--- src/rtl/alu_bus_driver.sv ---
// alu_bus_driver: sequences one ALU operation (BEGIN, operand feed over INBUS, result capture from OUTBUS) behind request/result handshakes
//   clk, reset_input (sync, active-high)
//   req_valid/req_ready, req_op, req_x[2W], req_y[W]      : request in
//   alu_begin, alu_op_code, alu_load_a/q/m, inbus          : ALU control/operand side
//   alu_push_a/q, outbus, alu_end                          : ALU result side
//   res_valid/res_ready, res_hi, res_lo, res_error         : result out
//   Optional watchdog: define ALU_BUS_DRIVER_TIMEOUT_EN
module alu_bus_driver #(
  parameter int WIDTH = 8
) (
  input  logic               clk,
  input  logic               reset_input,
  input  logic               req_valid,
  output logic               req_ready,
  input  logic [1:0]         req_op,
  input  logic [2*WIDTH-1:0] req_x,
  input  logic [WIDTH-1:0]   req_y,
  output logic               alu_begin,
  output logic [1:0]         alu_op_code,
  input  logic               alu_load_a,
  input  logic               alu_load_q,
  input  logic               alu_load_m,
  output logic [WIDTH-1:0]   inbus,
  input  logic               alu_push_a,
  input  logic               alu_push_q,
  input  logic [WIDTH-1:0]   outbus,
  input  logic               alu_end,
  output logic               res_valid,
  input  logic               res_ready,
  output logic [WIDTH-1:0]   res_hi,
  output logic [WIDTH-1:0]   res_lo,
  output logic               res_error
);
  localparam logic [1:0] IDLE = 2'd0, START = 2'd1, RUN = 2'd2, DONE = 2'd3;
  logic [1:0] state_q, state_d, op_q, op_d;
  logic [2*WIDTH-1:0] x_q, x_d;
  logic [WIDTH-1:0] y_q, y_d, cap_a_q, cap_a_d, cap_q_q, cap_q_d, word_a, word_q;
  logic is_idle, is_start, is_run, is_done, timeout;
  assign is_idle  = state_q == IDLE;
  assign is_start = state_q == START;
  assign is_run   = state_q == RUN;
  assign is_done  = state_q == DONE;
  assign req_ready   = is_idle;
  assign alu_begin   = is_start;
  assign alu_op_code = op_q;
  assign res_valid   = is_done;
  // op_q[1] set means mul/div (Q register in use); op 11 is div with a split dividend
  assign word_a = (op_q == 2'b11) ? x_q[2*WIDTH-1:WIDTH] : op_q[1] ? '0 : x_q[WIDTH-1:0];
  assign word_q = op_q[1] ? x_q[WIDTH-1:0] : '0;
  assign inbus  = !(is_start || is_run) ? '0 : alu_load_a ? word_a : alu_load_q ? word_q : alu_load_m ? y_q : '0;
  assign res_hi = (!is_done || res_error || !op_q[1]) ? '0 : cap_a_q;
  assign res_lo = (!is_done || res_error) ? '0 : op_q[1] ? cap_q_q : cap_a_q;
  always_comb begin
    state_d = (is_idle && req_valid) ? START : is_start ? RUN : (is_run && (alu_end || timeout)) ? DONE : (is_done && res_ready) ? IDLE : state_q;
    op_d    = (is_idle && req_valid) ? req_op : op_q;
    x_d     = (is_idle && req_valid) ? req_x : x_q;
    y_d     = (is_idle && req_valid) ? req_y : y_q;
    cap_a_d = is_start ? '0 : (is_run && alu_push_a) ? outbus : cap_a_q;
    cap_q_d = is_start ? '0 : (is_run && alu_push_q) ? outbus : cap_q_q;
  end
  always_ff @(posedge clk) begin
    if (reset_input) begin
      state_q <= IDLE;
      op_q    <= '0;
      x_q     <= '0;
      y_q     <= '0;
      cap_a_q <= '0;
      cap_q_q <= '0;
    end else begin
      state_q <= state_d;
      op_q    <= op_d;
      x_q     <= x_d;
      y_q     <= y_d;
      cap_a_q <= cap_a_d;
      cap_q_q <= cap_q_d;
    end
  end
`ifdef ALU_BUS_DRIVER_TIMEOUT_EN
  logic [7:0] wdog_q, wdog_d;
  logic err_q, err_d;
  // Firing when the count reaches 255 puts DONE exactly 256 cycles after BEGIN; a real END wins
  assign timeout = is_run && !alu_end && (wdog_d == 8'hff);
  always_comb begin
    wdog_d = is_start ? 8'h00 : is_run ? wdog_q + 8'h01 : wdog_q;
    err_d  = timeout ? 1'b1 : (is_done && !res_ready) ? err_q : 1'b0;
  end
  always_ff @(posedge clk) begin
    if (reset_input) begin
      wdog_q <= '0;
      err_q  <= 1'b0;
    end else begin
      wdog_q <= wdog_d;
      err_q  <= err_d;
    end
  end
  assign res_error = err_q;
`else
  assign timeout   = 1'b0;
  assign res_error = 1'b0;
`endif
endmodule

--- config.mk ---
export PLATFORM = sky130hd
export DESIGN_NAME = alu_bus_driver
export DESIGN_NICKNAME = d
export VERILOG_FILES = /design/src/rtl/alu_bus_driver.sv
export SDC_FILE = /design/constraint.sdc
export NUM_CORES = 1
export LEC_CHECK = 0
export CAP_MARGIN = 20
export CORE_MARGIN = 2
export CORE_UTILIZATION = 45
export DETAILED_ROUTE_END_ITERATION = 16
export PLACE_DENSITY = 0.93
export SYNTH_ARGS = -nofsm -noshare
export SYNTH_HDL_FRONTEND = slang
export SYNTH_SLANG_ARGS = --single-unit
--- constraint.sdc ---
create_clock -name clk -period 3.73 [get_ports clk]
set_clock_uncertainty 0.2 [all_clocks]
set_input_delay 0.746 -clock clk [delete_from_list [all_inputs] [get_ports clk]]
set_output_delay 0.746 -clock clk [all_outputs]
set_load 0.05 [all_outputs]
# Yosys cells after proc, flatten, opt, wreduce, memory -nomap -nowiden
# Index checks and enable logic that the tools add are counted.
[word_totals] word_cells=39 regBits=44
[classes] eq_ne=4 reduce_logical=14 muxes=14
[op_table] cell="two-way mux 8 bit" count=10
[op_table] cell="== test 2 bit, second input constant" count=3
[op_table] cell="two-way mux 2 bit" count=3
[op_table] cell="logical AND 1 bit" count=5
[op_table] cell="nonzero test 4 bit" count=1
[op_table] cell="OR reduction 2 bit" count=2
[op_table] cell="nonzero test 3 bit" count=1
[op_table] cell="== test 2 x 1 -> 1 bit, second input constant" count=1
[op_table] cell="zero test 1 bit" count=2
[op_table] cell="zero test 2 bit" count=1
[op_table] cell="logical OR 1 bit" count=2
[op_table] cell="two-way mux 1 bit" count=1

# Logic depth before layout (Yosys ltp)
[depth] word_depth=6 depth_mapped=6 depth_no_buf=5

# Least setup slack after synthesis
# No wires, ideal clock.
[synth_path] path_kind="register to output" startpoint="register op_q[1] (netlist: alu_op_code[1])" endpoint="output res_lo[0]" path_buffers=1 t_arrival_ps=1770 path_slack_ps=1014 stages_incl_launch_ff=4 cell_sequence="dfxtp_1 -> buf_2 -> mux2i_1 -> nor2b_1"
[synth_between] elab_chain_len=2
[synth_lines] item="start: declaration" line_no="35" source="logic [1:0] state_q, state_d, op_q, op_d;"
[synth_lines] item="start signal: assignment" line_no="71" source="op_q <= op_d;"
[synth_lines] item="two-way mux 8 bit (2 in series)" line_no="52" source="assign res_lo = (!is_done || res_error) ? '0 : op_q[1] ? cap_q_q : cap_a_q;"
[synth_lines] item="end: declaration" line_no="31" source="output logic [WIDTH-1:0] res_lo,"
# Every way passes these cells.

# Worst setup path after layout
[layout_path] startpoint="register op_q[1] (netlist: alu_op_code[1])" endpoint="output res_lo[4]"
# The elaborated chain is that of the path after synthesis.

==> metrics.md <==
| Metric | Value |
|---|---|
| Wire length per cell | `14.90 um` |
| Vias in the first global route | `1723` |
| First-pass GRT wire length | `8128 um` |
| Port bufs | `between 70 and 80` |
| Crit path max fanout | `18` |
| Critical Path RT | `2.78 ns` |
| Die width | `70.74 um` |
| Clock H-tree levels | `2` |
| Hold buffers post-CTS | `0` |
| Vias/cell | `5.568` |
| CP max stage delay | `0.85 ns` |
| Clk slew on worst S/H paths | `approximately 0.080 ns` |
| Relative max-transition margin | `46.17%` |
| Crit-path cells | `mux2i_1 -> nor2b_1 -> clkdlybuf4s50_1` |
| Die Span Y | `just over 70 um` |
| Root Driver | `clkbuf_8` |
| WHS | `0.2552 ns` |
| Leakage Power | `1.116 nW` |
| Die area | `5004 sq um` |
| Register bit count reported by yosys | `44` |
| Largest net degree at the start of global routing | `28` |
| Fin. Hold Viols | `0` |
| Layout cells sized above 1 | `7.692%` |
| Placer congestion estimate | `0.8486` |
| ANT nets after route | `0` |
| Slew Viols, Final | `0` |
| I/O pins | `74` |
| Effective utilization at floorplan | `46.35%` |
| Unique cell type count in the Yosys netlist | `23` |
| Mean Syn Cell Area | `~9.1 sq um` |
| Yosys warnings | `0` |
| # setup viols final | `0` |
| DR vias | `1882` |
| FILL cells | `around 350` |
| Startpoint Class | `register` |
| Fin nets | `approximately 330` |
| Cells after synthesis | `221` |
| GR Overflow Total | `0` |
| PD cells | `464.5 nW/um^2` |
| Iter 0 DRT Violations | `110` |
| Status | `finished clean` |
| CTS tree | `yes` |
| # DRC | `0` |
| Clock buffer depth | `2` |
| N_diodes | `0` |
| Setup crit end kind | `primary output` |
| Slowest cell on the critical path | `dfxtp_1` |
| Crit path kind | `register to primary output` |
| Num rows | `24` |
| Min Clock Period, post-route | `3.290 ns` |
| Total track usage | `20.28%` |
| CTS sink count | `44` |
| Sequential share of the synthesized area | `43.95%` |
| HPWL after DPL | `3658 um` |
| Setup Fix Bufs, Post-CTS | `0` |
| RSZ-0062 raised after global routing | `no` |
| Max Cap Violations | `0` |
| Peak VDD IR | `between 0.2 and 0.3 mV` |
| Initial DRT Pass Iterations | `4` |
| Final WL | `around 5000 um` |
| Post-CTS Resized | `0` |
| Core ar. | `4324 sq um` |
| Worst-Margin Slew | `roughly 0.8 ns` |
| Setup TNS | `0 ns` |
| Fmax | `0.3039 GHz` |
| Area Overhead vs Synth | `46.57%` |
| Clock latency at the later pin of the worst-skew pair | `0.29 ns` |
| Mapped Area | `2004 sq um` |
| Worst endpoint data arrival time | `roughly 2.3 ns` |
| Most common cell after layout, fill and taps aside | `clkdlybuf4s50_1` |
| CTS buffer count | `5` |
| Min-delay worst type | `register to register` |
| Period utilization | `88.21%` |
| Most frequent cells in the layout | `64 x clkdlybuf4s50_1, 44 x dfxtp_1, 32 x nand3_1, 26 x a22o_1, 20 x nand2_1` |
| Syn nets | `270` |
| Initial antenna violation count | `0` |
cells in the mapped netlist:
library cell,count,share of area (%)
a21oi_1,16,4.0
a21oi_2,1,0.44
a221o_1,8,4.0
a221oi_1,1,0.44
a22o_1,26,11
a22oi_1,1,0.37
and2_1,1,0.31
and3_1,16,5.0
buf_2,10,2.5
buf_4,1,0.37
clkbuf_1,7,1.3
conb_1,1,0.19
dfxtp_1,44,44
ha_1,5,3.1
inv_1,2,0.37
mux2i_1,8,4.0
nand2_1,20,3.7
nand2b_1,8,2.5
nand3_1,32,8.0
nor2_2,1,0.31
nor2b_1,10,3.1
o22ai_1,1,0.31
or2_2,1,0.31
state kept, by name, summed over array words and instances, names as in the netlist:
register     flops
alu_op_code      2
state_q          2
cap_a_q          8
y_q              8
cap_q_q          8
x_q             16
worst paths after layout:
kind                                startpoint          to  slack (ns)  cells after the start
worst max-delay path            alu_op_code[1]   res_lo[4]        0.44                      3
worst max register to register      state_q[1]  cap_a_q[6]        1.74                      4
worst min register to register      cap_q_q[3]  cap_q_q[3]        0.26                      2
worst min-delay path                cap_q_q[3]  cap_q_q[3]        0.26                      2
report_power, final:
part / switching, W / internal (W) / leakage [nW] / total [W]
Sequential: 0.0000469 / 0.000517 / 0.359 / 0.000564
Clock: 0.000161 / 0.000219 / 0.0614 / 0.000380
Combinational: 0.000226 / 0.000194 / 0.696 / 0.000420
worst max-delay path, delay by kind of cell (launching register included):
kind | cells | cell delay (ns)
buffers and inverters | 1 | 0.83
DFF | 1 | 0.85
muxes | 1 | 0.16
and+or+nand+nor | 1 | 0.20
layout make-up:
type	count	area (sq um)	area share (%)
multi-input combinational	157	1032	35.14
sequential	44	880.8	29.98
timing repair buffer	75	830.8	28.28
clock buffer	6	82.58	2.811
tap	52	65.06	2.215
clock inverter	2	38.79	1.320
inverter	2	7.507	0.2555
routing by layer:
| metal | vias up | share of wire (%) | global-route usage (%) |
|---|---|---|---|
| met5 | - | 0 | 0 |
| met4 | 0 | 0.83 | 7.128 |
| met3 | 6 | 7.5 | 6.553 |
| met2 | 72 | 48 | 32.92 |
| met1 | 864 | 44 | 25.40 |
| li1 | 940 | - | - |
cell families (layout without fill, tap and decap cells):
kind of cell	Yosys count	in the layout	synth area share, %
AND/OR/NAND/NOR	89	89	23.28
AO/OA/AOI/OAI	54	54	20.91
flip-flops	44	44	43.94
buffers and inverters	20	85	4.557
multiplexers	8	8	3.995
adder cells (fa/ha/maj)	5	5	3.121
other	1	1	0.1871
per-stage QoR:
stage	area, sq um	utilization [%]	power (W)	setup WS [ns]	instances
after global routing	2938	67.94	0.001430	0.3205	338
after CTS	2923	67.59	0.001372	0.4625	337
after global placement	2801	64.79	0.0009830	0.6472	329
after floorplan	2004	-	0.0008202	1.014	221
after detailed placement	2801	64.79	0.0009912	0.6070	329
final	2938	67.94	0.001365	0.4399	338
(Power assumes the default switching activity.)
